**src/rtl/uart_debug_pkg.sv**
```systemverilog
// Shared types and constants for the UART-driven debug bus master.
package uart_debug_pkg;
  typedef enum logic [2:0] {IDLE, ADDR, DATA, BUS, RESP} state_t;

  localparam logic [7:0] OP_WRITE    = 8'h57;
  localparam logic [7:0] OP_READ     = 8'h52;

  localparam logic [7:0] ST_OK       = 8'h00;
  localparam logic [7:0] ST_BUSERR   = 8'h01;
  localparam logic [7:0] ST_TIMEOUT  = 8'h02;
  localparam logic [7:0] ST_MISALIGN = 8'h03;
  localparam logic [7:0] ST_BADOP    = 8'hEE;
endpackage

```
**src/rtl/uart_debug_master.sv**
```systemverilog
// UART byte-stream to single-word bus initiator with status/read-data response.
// Optional bus watchdog enabled by defining UART_DBG_TIMEOUT_EN.
module uart_debug_master
  import uart_debug_pkg::*;
#(
  parameter int TIMEOUT_CYCLES = 1024
) (
  input  logic        clk,
  input  logic        reset,
  input  logic        rx_valid,
  input  logic [7:0]  rx_data,
  input  logic        rx_err,
  output logic        tx_valid,
  output logic [7:0]  tx_data,
  input  logic        tx_ready,
  output logic [31:0] bus_addr,
  output logic        bus_wen,
  output logic        bus_ren,
  output logic [31:0] bus_wdata,
  output logic [3:0]  bus_strobe,
  input  logic [31:0] bus_rdata,
  input  logic        bus_request_stall,
  input  logic        bus_error,
  output logic        dropped,
  output logic        busy
);

  state_t      state_q, state_n;
  logic [1:0]  cnt_q, cnt_n;
  logic        is_wr_q, is_wr_n;
  logic [31:0] addr_q, addr_n, wdata_q, wdata_n, rdata_q, rdata_n;
  logic [2:0]  idx_q, idx_n, last_q, last_n;
  logic        dropped_n, tx_valid_n, wen_n, ren_n;
  logic [7:0]  tx_data_n;
  logic [3:0]  strobe_n;
  logic [31:0] baddr_n, bwdata_n;
  logic [31:0] addr_sh, data_sh;
  logic        rx_ok, to_hit;

`ifdef UART_DBG_TIMEOUT_EN
  localparam logic [15:0] TO_LAST = 16'(TIMEOUT_CYCLES - 1);
  logic [15:0] to_cnt_q;

  // Zero outside BUS, so it is already clear on the entry cycle.
  always_ff @(posedge clk or posedge reset) begin
    if (reset)               to_cnt_q <= '0;
    else if (state_q != BUS) to_cnt_q <= '0;
    else                     to_cnt_q <= to_cnt_q + 16'd1;
  end
  assign to_hit = (to_cnt_q == TO_LAST);
`else
  logic [31:0] unused_to;
  assign unused_to = TIMEOUT_CYCLES;
  assign to_hit    = 1'b0;
`endif

  assign busy    = (state_q != IDLE);
  assign rx_ok   = rx_valid && !rx_err;
  assign addr_sh = {rx_data, addr_q[31:8]};
  assign data_sh = {rx_data, wdata_q[31:8]};

  always_comb begin
    state_n    = state_q;
    cnt_n      = cnt_q;
    is_wr_n    = is_wr_q;
    addr_n     = addr_q;
    wdata_n    = wdata_q;
    rdata_n    = rdata_q;
    idx_n      = idx_q;
    last_n     = last_q;
    dropped_n  = dropped;
    tx_valid_n = tx_valid;
    tx_data_n  = tx_data;
    wen_n      = bus_wen;
    ren_n      = bus_ren;
    strobe_n   = bus_strobe;
    baddr_n    = bus_addr;
    bwdata_n   = bus_wdata;
    case (state_q)
      IDLE: if (rx_ok) begin
        if (rx_data == OP_WRITE || rx_data == OP_READ) begin
          state_n   = ADDR;
          cnt_n     = 2'd0;
          is_wr_n   = (rx_data == OP_WRITE);
          dropped_n = 1'b0;
        end else begin
          state_n    = RESP;
          tx_valid_n = 1'b1;
          tx_data_n  = ST_BADOP;
          idx_n      = 3'd0;
          last_n     = 3'd0;
        end
      end
      ADDR: if (rx_valid && rx_err) begin
        state_n = IDLE;
      end else if (rx_valid) begin
        addr_n = addr_sh;
        cnt_n  = cnt_q + 2'd1;
        if (cnt_q == 2'd3) begin
          if (addr_sh[1:0] != 2'b00) begin
            state_n    = RESP;
            tx_valid_n = 1'b1;
            tx_data_n  = ST_MISALIGN;
            idx_n      = 3'd0;
            last_n     = 3'd0;
          end else if (is_wr_q) begin
            state_n = DATA;
          end else begin
            state_n  = BUS;
            ren_n    = 1'b1;
            strobe_n = 4'hF;
            baddr_n  = addr_sh;
          end
        end
      end
      DATA: if (rx_valid && rx_err) begin
        state_n = IDLE;
      end else if (rx_valid) begin
        wdata_n = data_sh;
        cnt_n   = cnt_q + 2'd1;
        if (cnt_q == 2'd3) begin
          state_n  = BUS;
          wen_n    = 1'b1;
          strobe_n = 4'hF;
          baddr_n  = addr_q;
          bwdata_n = data_sh;
        end
      end
      BUS: begin
        if (rx_ok) dropped_n = 1'b1;
        if (!bus_request_stall) begin
          wen_n      = 1'b0;
          ren_n      = 1'b0;
          strobe_n   = 4'h0;
          state_n    = RESP;
          tx_valid_n = 1'b1;
          idx_n      = 3'd0;
          rdata_n    = bus_rdata;
          if (bus_error) begin
            tx_data_n = ST_BUSERR;
            last_n    = 3'd0;
          end else begin
            tx_data_n = ST_OK;
            last_n    = is_wr_q ? 3'd0 : 3'd4;
          end
        end else if (to_hit) begin
          wen_n      = 1'b0;
          ren_n      = 1'b0;
          strobe_n   = 4'h0;
          state_n    = RESP;
          tx_valid_n = 1'b1;
          tx_data_n  = ST_TIMEOUT;
          idx_n      = 3'd0;
          last_n     = 3'd0;
        end
      end
      RESP: begin
        if (rx_ok) dropped_n = 1'b1;
        if (tx_valid && tx_ready) begin
          if (idx_q == last_q) begin
            tx_valid_n = 1'b0;
            state_n    = IDLE;
          end else begin
            // Byte idx_q+1 of the response is read-data byte idx_q.
            idx_n     = idx_q + 3'd1;
            tx_data_n = rdata_q[{idx_q[1:0], 3'b000} +: 8];
          end
        end
      end
      default: state_n = IDLE;
    endcase
  end

  always_ff @(posedge clk or posedge reset) begin
    if (reset) begin
      state_q    <= IDLE;
      cnt_q      <= '0;
      is_wr_q    <= 1'b0;
      addr_q     <= '0;
      wdata_q    <= '0;
      rdata_q    <= '0;
      idx_q      <= '0;
      last_q     <= '0;
      dropped    <= 1'b0;
      tx_valid   <= 1'b0;
      tx_data    <= '0;
      bus_wen    <= 1'b0;
      bus_ren    <= 1'b0;
      bus_strobe <= '0;
      bus_addr   <= '0;
      bus_wdata  <= '0;
    end else begin
      state_q    <= state_n;
      cnt_q      <= cnt_n;
      is_wr_q    <= is_wr_n;
      addr_q     <= addr_n;
      wdata_q    <= wdata_n;
      rdata_q    <= rdata_n;
      idx_q      <= idx_n;
      last_q     <= last_n;
      dropped    <= dropped_n;
      tx_valid   <= tx_valid_n;
      tx_data    <= tx_data_n;
      bus_wen    <= wen_n;
      bus_ren    <= ren_n;
      bus_strobe <= strobe_n;
      bus_addr   <= baddr_n;
      bus_wdata  <= bwdata_n;
    end
  end

endmodule

```
**config.mk**
```make
export PLATFORM = sky130hd
export DESIGN_NAME = uart_debug_master
export DESIGN_NICKNAME = d
export VERILOG_FILES = /design/src/rtl/uart_debug_pkg.sv /design/src/rtl/uart_debug_master.sv
export SDC_FILE = /design/constraint.sdc
export NUM_CORES = 1
export LEC_CHECK = 0
export CAP_MARGIN = 15
export CORE_UTILIZATION = 37
export CTS_BUF_LIST = sky130_fd_sc_hd__clkbuf_8
export DETAILED_ROUTE_END_ITERATION = 10
export PLACE_DENSITY = 0.59
export SLEW_MARGIN = 10
export SYNTH_ARGS = -nofsm -noshare
export SYNTH_HDL_FRONTEND = slang
export SYNTH_SLANG_ARGS = --single-unit
```
**constraint.sdc**
```tcl
create_clock -name clk -period 6.03 [get_ports clk]
set_input_delay 0.9045 -clock clk [delete_from_list [all_inputs] [get_ports clk]]
set_output_delay 0.9045 -clock clk [all_outputs]
set_load 0.05 [all_outputs]
```
== Word level (Yosys, flattened, before mapping) ==
Cells that the tools add are included.
Operators by class
  bitwise logic cells: 2
  mux-type cells: 88
  add/sub/neg operators: 2
  reductions and logical operators: 33
  shifts and indexed selects: 1
  eq/ne operators: 31
Operators by type and width (number)
  $mux W32: 8
  $mux W3: 24
  $mux W8: 9
  $pmux W32 S2: 1
  $mux W4: 9
  $ne A2 B2 Y1 const B: 17
  $pmux W8 S4: 1
  $shiftx A32 B6 Y8: 1
  $reduce_and A10 Y1: 3
  $mux W1: 23
  $eq A8 B7 Y1 const B: 2
  $reduce_and A8 Y1: 2
  $pmux W3 S5: 1
  $ne A3 B3 Y1 const B: 4
  $pmux W3 S4: 1
  $pmux W4 S3: 1
  $reduce_bool A2 Y1: 6
  $reduce_and A5 Y1: 2
  $pmux W3 S3: 1
  $reduce_and A3 Y1: 3
  $reduce_and A9 Y1: 1
  $reduce_bool A3 Y1: 3
  $mux W2: 4
  $reduce_and A4 Y1: 2
  20 further kinds: 28
Storage, ports and cells
  bits of input ports: 47
  flip-flop bits (word level): 188
  output and inout port bits: 81
  logic and storage cells: 173

== Longest topological paths before layout ==
  depth in word-level cells: 6
  gate-level depth with buffers: 7

== Worst setup path before layout ==
Ideal clock, no wire load.
  kind: input to register
  start: input port rx_data[7]
  end: register last_q[2]
  path slack: 3.743 ns
  setup time: 0.125 ns
  arrival: 2.162 ns
  stages on the path: 5
  cells stage by stage: nand4bb_1 nor3b_1 a31o_4 or4_4 mux2_4
Between the ends
  cells in the longest elaborated chain, start to end: 4
  elaborated cells on any way between the ends: 5
  classes of those cells: eq/ne: 3; reduce/logical: 2
Ends and longest elaborated chain
  start, declared: RTL line uart_debug_master.sv:11  | input logic [7:0] rx_data,
  $eq A8 B7 Y1: RTL line uart_debug_master.sv:81  | if (rx_data == OP_WRITE || rx_data == OP_READ) begin
  $logic_or A1 B1 Y1 (*): RTL line uart_debug_master.sv:81
  $ne A2 B2 Y1 (no source line) (*)
  $reduce_and A8 Y1 (no source line) (*)
  end signal, assigned: RTL line uart_debug_master.sv:200  | last_q <= last_n;
  end, declared: RTL line uart_debug_master.sv:32  | logic [2:0] idx_q, idx_n, last_q, last_n;
Every way passes the cells marked *; elsewhere a longest branch is shown, timed or not.
A chain may end at the register's enable or synchronous reset.

== Final worst setup path ==
  start: register state_q[1]
  end: output port busy
Between the ends
  cells in the longest elaborated chain, start to end: 1
Ends and longest elaborated chain
  start, declared: RTL line uart_debug_master.sv:28  | state_t state_q, state_n;
  start signal, assigned: RTL line uart_debug_master.sv:193  | state_q <= state_n;
  $reduce_bool A3 Y1: RTL line uart_debug_master.sv:57  | assign busy = (state_q != IDLE);
  end, declared: RTL line uart_debug_master.sv:25  | output logic busy
No other way between the ends.

==> flow_summary.html <==
<table>
<tr><th>Metric</th><th>Value</th></tr>
<tr><th colspan="2">Layout</th></tr>
<tr><td>Antenna Cells</td><td>0</td></tr>
<tr><td>Fillcell total</td><td>1,792</td></tr>
<tr><td>Number of standard cells in the final layout excluding fillers</td><td>967</td></tr>
<tr><td>Layout Area Growth over Synthesis</td><td>25.27%</td></tr>
<tr><td>Commonest cells after routing, fill and taps aside</td><td>175 x dfrtp_1, 127 x clkdlybuf4s50_1, 119 x mux2_2</td></tr>
<tr><td>Final layout net count</td><td>~740</td></tr>
<tr><td>Leading cell type in the layout, fill and taps excluded</td><td>dfrtp_1</td></tr>
<tr><td>Fraction of layout instances using a drive strength above 1</td><td>24.93%</td></tr>
<tr><th colspan="2">STA</th></tr>
<tr><td>Worst setup slack after layout</td><td>2.465 ns</td></tr>
<tr><td>Headroom to the max-slew limit</td><td>27.60%</td></tr>
<tr><td>Min cycle time layout</td><td>approximately 3.6 ns</td></tr>
<tr><td>Final worst clock skew</td><td>about 0.016 ns</td></tr>
<tr><td>Final clock period utilization by the worst path</td><td>59.13%</td></tr>
<tr><td>Hold_ws</td><td>roughly 0.49 ns</td></tr>
<tr><td>Fin. max-slew vios</td><td>0</td></tr>
<tr><td>RSZ-0062 raised after global routing</td><td>no</td></tr>
<tr><td>Achievable clock frequency</td><td>280.5 MHz</td></tr>
<tr><td>Aggregate negative setup slack</td><td>0 ns</td></tr>
<tr><td>Transition time at the pin with the least slew margin</td><td>1.083 ns</td></tr>
<tr><td>Number of endpoints failing setup at the final stage</td><td>0</td></tr>
<tr><td>Fin. Hold Viols</td><td>0</td></tr>
<tr><th colspan="2">Worst setup path</th></tr>
<tr><td>Signal arrival time at the worst endpoint</td><td>2.66 ns</td></tr>
<tr><td>Launch point of the worst path</td><td>state_q[1]</td></tr>
<tr><td>Critical-path maximum fanout</td><td>30</td></tr>
<tr><td>Required @ worst endpoint</td><td>5.13 ns</td></tr>
<tr><td>Nature of the critical path endpoint</td><td>output pin</td></tr>
<tr><td>Startpoint class of the critical path</td><td>flip-flop</td></tr>
<tr><td>Startpoint of the worst register-to-register path</td><td>state_q[1]</td></tr>
<tr><td>Crit Path Class</td><td>flip-flop to output pin</td></tr>
<tr><th colspan="2">Global routing</th></tr>
<tr><td>Initial antenna violation count</td><td>0</td></tr>
<tr><td>Congestion Overflow GR</td><td>0</td></tr>
<tr><td>Maximum number of pins on one net before global-route repair</td><td>95</td></tr>
<tr><td>Global-route wire length before repair</td><td>roughly 27 mm</td></tr>
<tr><td>Number of global-route vias before repair</td><td>around 5,100</td></tr>
<tr><td>Total global-route track usage</td><td>about 16%</td></tr>
<tr><th colspan="2">Clock tree</th></tr>
<tr><td>Inserted Clock Buffers</td><td>17</td></tr>
<tr><td>Clock transition at path regs</td><td>0.09 ns</td></tr>
<tr><td>Clk sink count</td><td>175</td></tr>
<tr><td>Buffers inserted during post-CTS setup optimization</td><td>0</td></tr>
<tr><td>Max H-tree Level</td><td>4</td></tr>
<tr><td>Maximum root-to-sink buffer count</td><td>2</td></tr>
<tr><td>Cell at the root of the clock tree</td><td>clkbuf_8</td></tr>
<tr><td>Clock latency at the later pin of the worst-skew pair</td><td>0.46 ns</td></tr>
<tr><td>Hold Buf Count CTS</td><td>0</td></tr>
<tr><td>Resize count post-CTS</td><td>0</td></tr>
<tr><td>TritonCTS clock tree</td><td>done</td></tr>
<tr><th colspan="2">Power</th></tr>
<tr><td>Power density over the cells</td><td>roughly 260 nW/um^2</td></tr>
<tr><td>Maximum VDD drop</td><td>149.5 uV</td></tr>
<tr><td>Leakage power</td><td>about 4.2 nW</td></tr>
<tr><th colspan="2">Logic synthesis</th></tr>
<tr><td>Number of instances in the synthesized netlist</td><td>about 570</td></tr>
<tr><td>Dominant combinational cell family by area after synthesis</td><td>multiplexers</td></tr>
<tr><td>Share of synthesized area occupied by flip-flops and latches</td><td>approximately 58%</td></tr>
<tr><td>Share of synthesized cell area in full adder, half adder and majority cells</td><td>0.4959%</td></tr>
<tr><td>Count of flip-flops with a built-in enable after synthesis</td><td>0</td></tr>
<tr><td>Synth unique cells</td><td>49</td></tr>
<tr><td>Simple logic cell fraction of the synthesized area</td><td>approximately 6.0%</td></tr>
<tr><td>Post-synthesis net count</td><td>623</td></tr>
<tr><td>Share of cell area taken by muxes after synthesis</td><td>24.93%</td></tr>
<tr><td>Main synth FF type</td><td>dfrtp_1</td></tr>
<tr><td>Share of synthesized flip-flops with an asynchronous set or reset</td><td>100.0%</td></tr>
<tr><td>Syn Std Cell Area</td><td>7570 sq um</td></tr>
<tr><td>Flip-flop and latch count after synthesis</td><td>between 150 and 200</td></tr>
<tr><td>Warnings, synthesis</td><td>0</td></tr>
<tr><td>Compound-Gate Fraction of Synth Area</td><td>7.554%</td></tr>
<tr><td>XOR/XNOR Fraction of Synth Area</td><td>less than 1%</td></tr>
<tr><td>Synth Area per Inst</td><td>between 10 and 15 sq um</td></tr>
<tr><th colspan="2">Floorplanning</th></tr>
<tr><td>Number of placement rows</td><td>51</td></tr>
<tr><td>Core area</td><td>19,780 sq um</td></tr>
<tr><td>Width of the die</td><td>roughly 150 um</td></tr>
<tr><td>Starting utilization of the core area</td><td>about two fifths</td></tr>
<tr><td>Ports</td><td>128</td></tr>
<tr><td>Height of the chip</td><td>145.0 um</td></tr>
<tr><td>Area of the die</td><td>21,040 sq um</td></tr>
<tr><th colspan="2">Place</th></tr>
<tr><td>Buffers on Ports</td><td>around 130</td></tr>
<tr><td># placed instances</td><td>936</td></tr>
<tr><td>HPWL reported at the end of detailed placement</td><td>approximately 11 mm</td></tr>
<tr><td>Pre-CTS setup slack</td><td>roughly 2.5 ns</td></tr>
<tr><td>RePlAce Congestion</td><td>0.7944</td></tr>
<tr><th colspan="2">Min path</th></tr>
<tr><td>Hold crit path type</td><td>flip-flop to flip-flop</td></tr>
<tr><td>Hold_sp</td><td>bus_addr[13]</td></tr>
<tr><th colspan="2">Detailed routing</th></tr>
<tr><td>Remaining routing DRC violations</td><td>0</td></tr>
<tr><td>Vias per Instance</td><td>5.026</td></tr>
<tr><td>Detail Route Antenna Nets</td><td>0</td></tr>
<tr><td>Count of vias placed by the detailed router</td><td>4,860</td></tr>
<tr><td>DRT Pass-1 Iters</td><td>4</td></tr>
<tr><td>Detailed router's first-iteration violation count</td><td>194</td></tr>
<tr><td>Total routed wirelength</td><td>15.93 mm</td></tr>
<tr><td>Final routed wire length divided by cell count</td><td>around 16 um</td></tr>
<tr><th colspan="2">Run</th></tr>
<tr><td>Number of max-capacitance violations reported</td><td>0</td></tr>
<tr><th colspan="2">Status</th></tr>
<tr><td>Outcome</td><td>finished clean</td></tr>
</table>
-- per-stage QoR --
step | power (mW) | area, sq um | utilization [%]
after floorplan | 1.519 | 7570 | -
after global placement | 1.649 | 9065 | 45.83
after detailed placement | 1.656 | 9065 | 45.83
after CTS | 2.499 | 9463 | 47.84
after global routing | 2.587 | 9483 | 47.94
final | 2.470 | 9483 | 47.94
-- critical path, cell delays in order (launching register included) --
cell and delay, ns:
dfrtp_1 0.72, or2_2 0.48, nor2_2 0.24, inv_1 0.07, clkdlybuf4s50_1 0.70
-- cells by family (layout without fill, tap and decap cells) --
logic type / Yosys count / after routing
adders and majority gates: 3 / 3
AOI/OAI and AO/OA: 92 / 92
and+or+nand+nor: 90 / 90
xor gates and xnor gates: 2 / 2
DFF: 175 / 175
muxes: 163 / 163
buffers and inverters: 48 / 177
-- synthesized netlist by cell type (all sizes together) (7+ instances only) --
cell	instances	area (sq um)
clkbuf	12	45.04
nor2	12	47.55
a21oi	16	80.08
dfrtp	175	4379
mux2	121	1366
buf	23	131.4
nand3	7	35.03
inv	13	48.80
o21ai	48	240.2
nand2	45	168.9
mux2i	34	340.3
mux4	8	180.2
-- routing by layer --
| layer | part of all wire, % | wire, um | track usage [%] | vias up |
|---|---|---|---|---|
| li1 | - | - | - | 2293 |
| met1 | 45 | 7234 | 21.45 | 2426 |
| met2 | 47 | 7453 | 24.98 | 123 |
| met3 | 6.3 | 999 | 5.094 | 18 |
| met4 | 1.5 | 239 | 5.479 | 0 |
| met5 | 0 | 0 | 0 | - |
-- cell type report --
class	instances	area, sq um	area share, %
inverter	13	53.80	0.5674
clock inverter	13	163.9	1.728
clock buffer	17	234.0	2.467
timing repair buffer	134	1336	14.09
tap	265	331.6	3.497
sequential	175	4379	46.18
multi-input combinational	350	2984	31.47
-- path summary, 6_finish.rpt --
path / end / slack [ns] / depth (start not counted)
setup reg to reg: tx_data[2] / 3.21 / 6
max in group asynchronous: addr_q[25] / 3.94 / 3
hold / removal: bus_addr[13] / 0.49 / 2
min in group asynchronous: wdata_q[11] / 0.98 / 2
setup / recovery: busy / 2.46 / 4
hold reg to reg: bus_addr[13] / 0.49 / 2
-- state kept, by name, summed over array words and instances (netlist names) --
| name | flops |
|---|---|
| addr_q | 32 |
| bus_addr | 32 |
| bus_ren | 1 |
| bus_strobe | 1 |
| bus_wdata | 32 |
| bus_wen | 1 |
| cnt_q | 2 |
| dropped | 1 |
| idx_q | 3 |
| is_wr_q | 1 |
| last_q | 1 |
| rdata_q | 32 |
| state_q | 3 |
| tx_data | 8 |
| tx_valid | 1 |
| wdata_q | 24 |
-- report_power, final --
group | switching (mW) | leakage (nW) | internal (mW)
sequential | 0.0401 | 2.38 | 1.20
clock | 0.431 | 0.203 | 0.409
combinational | 0.244 | 1.65 | 0.144
Power figures use the tool's default switching activity.
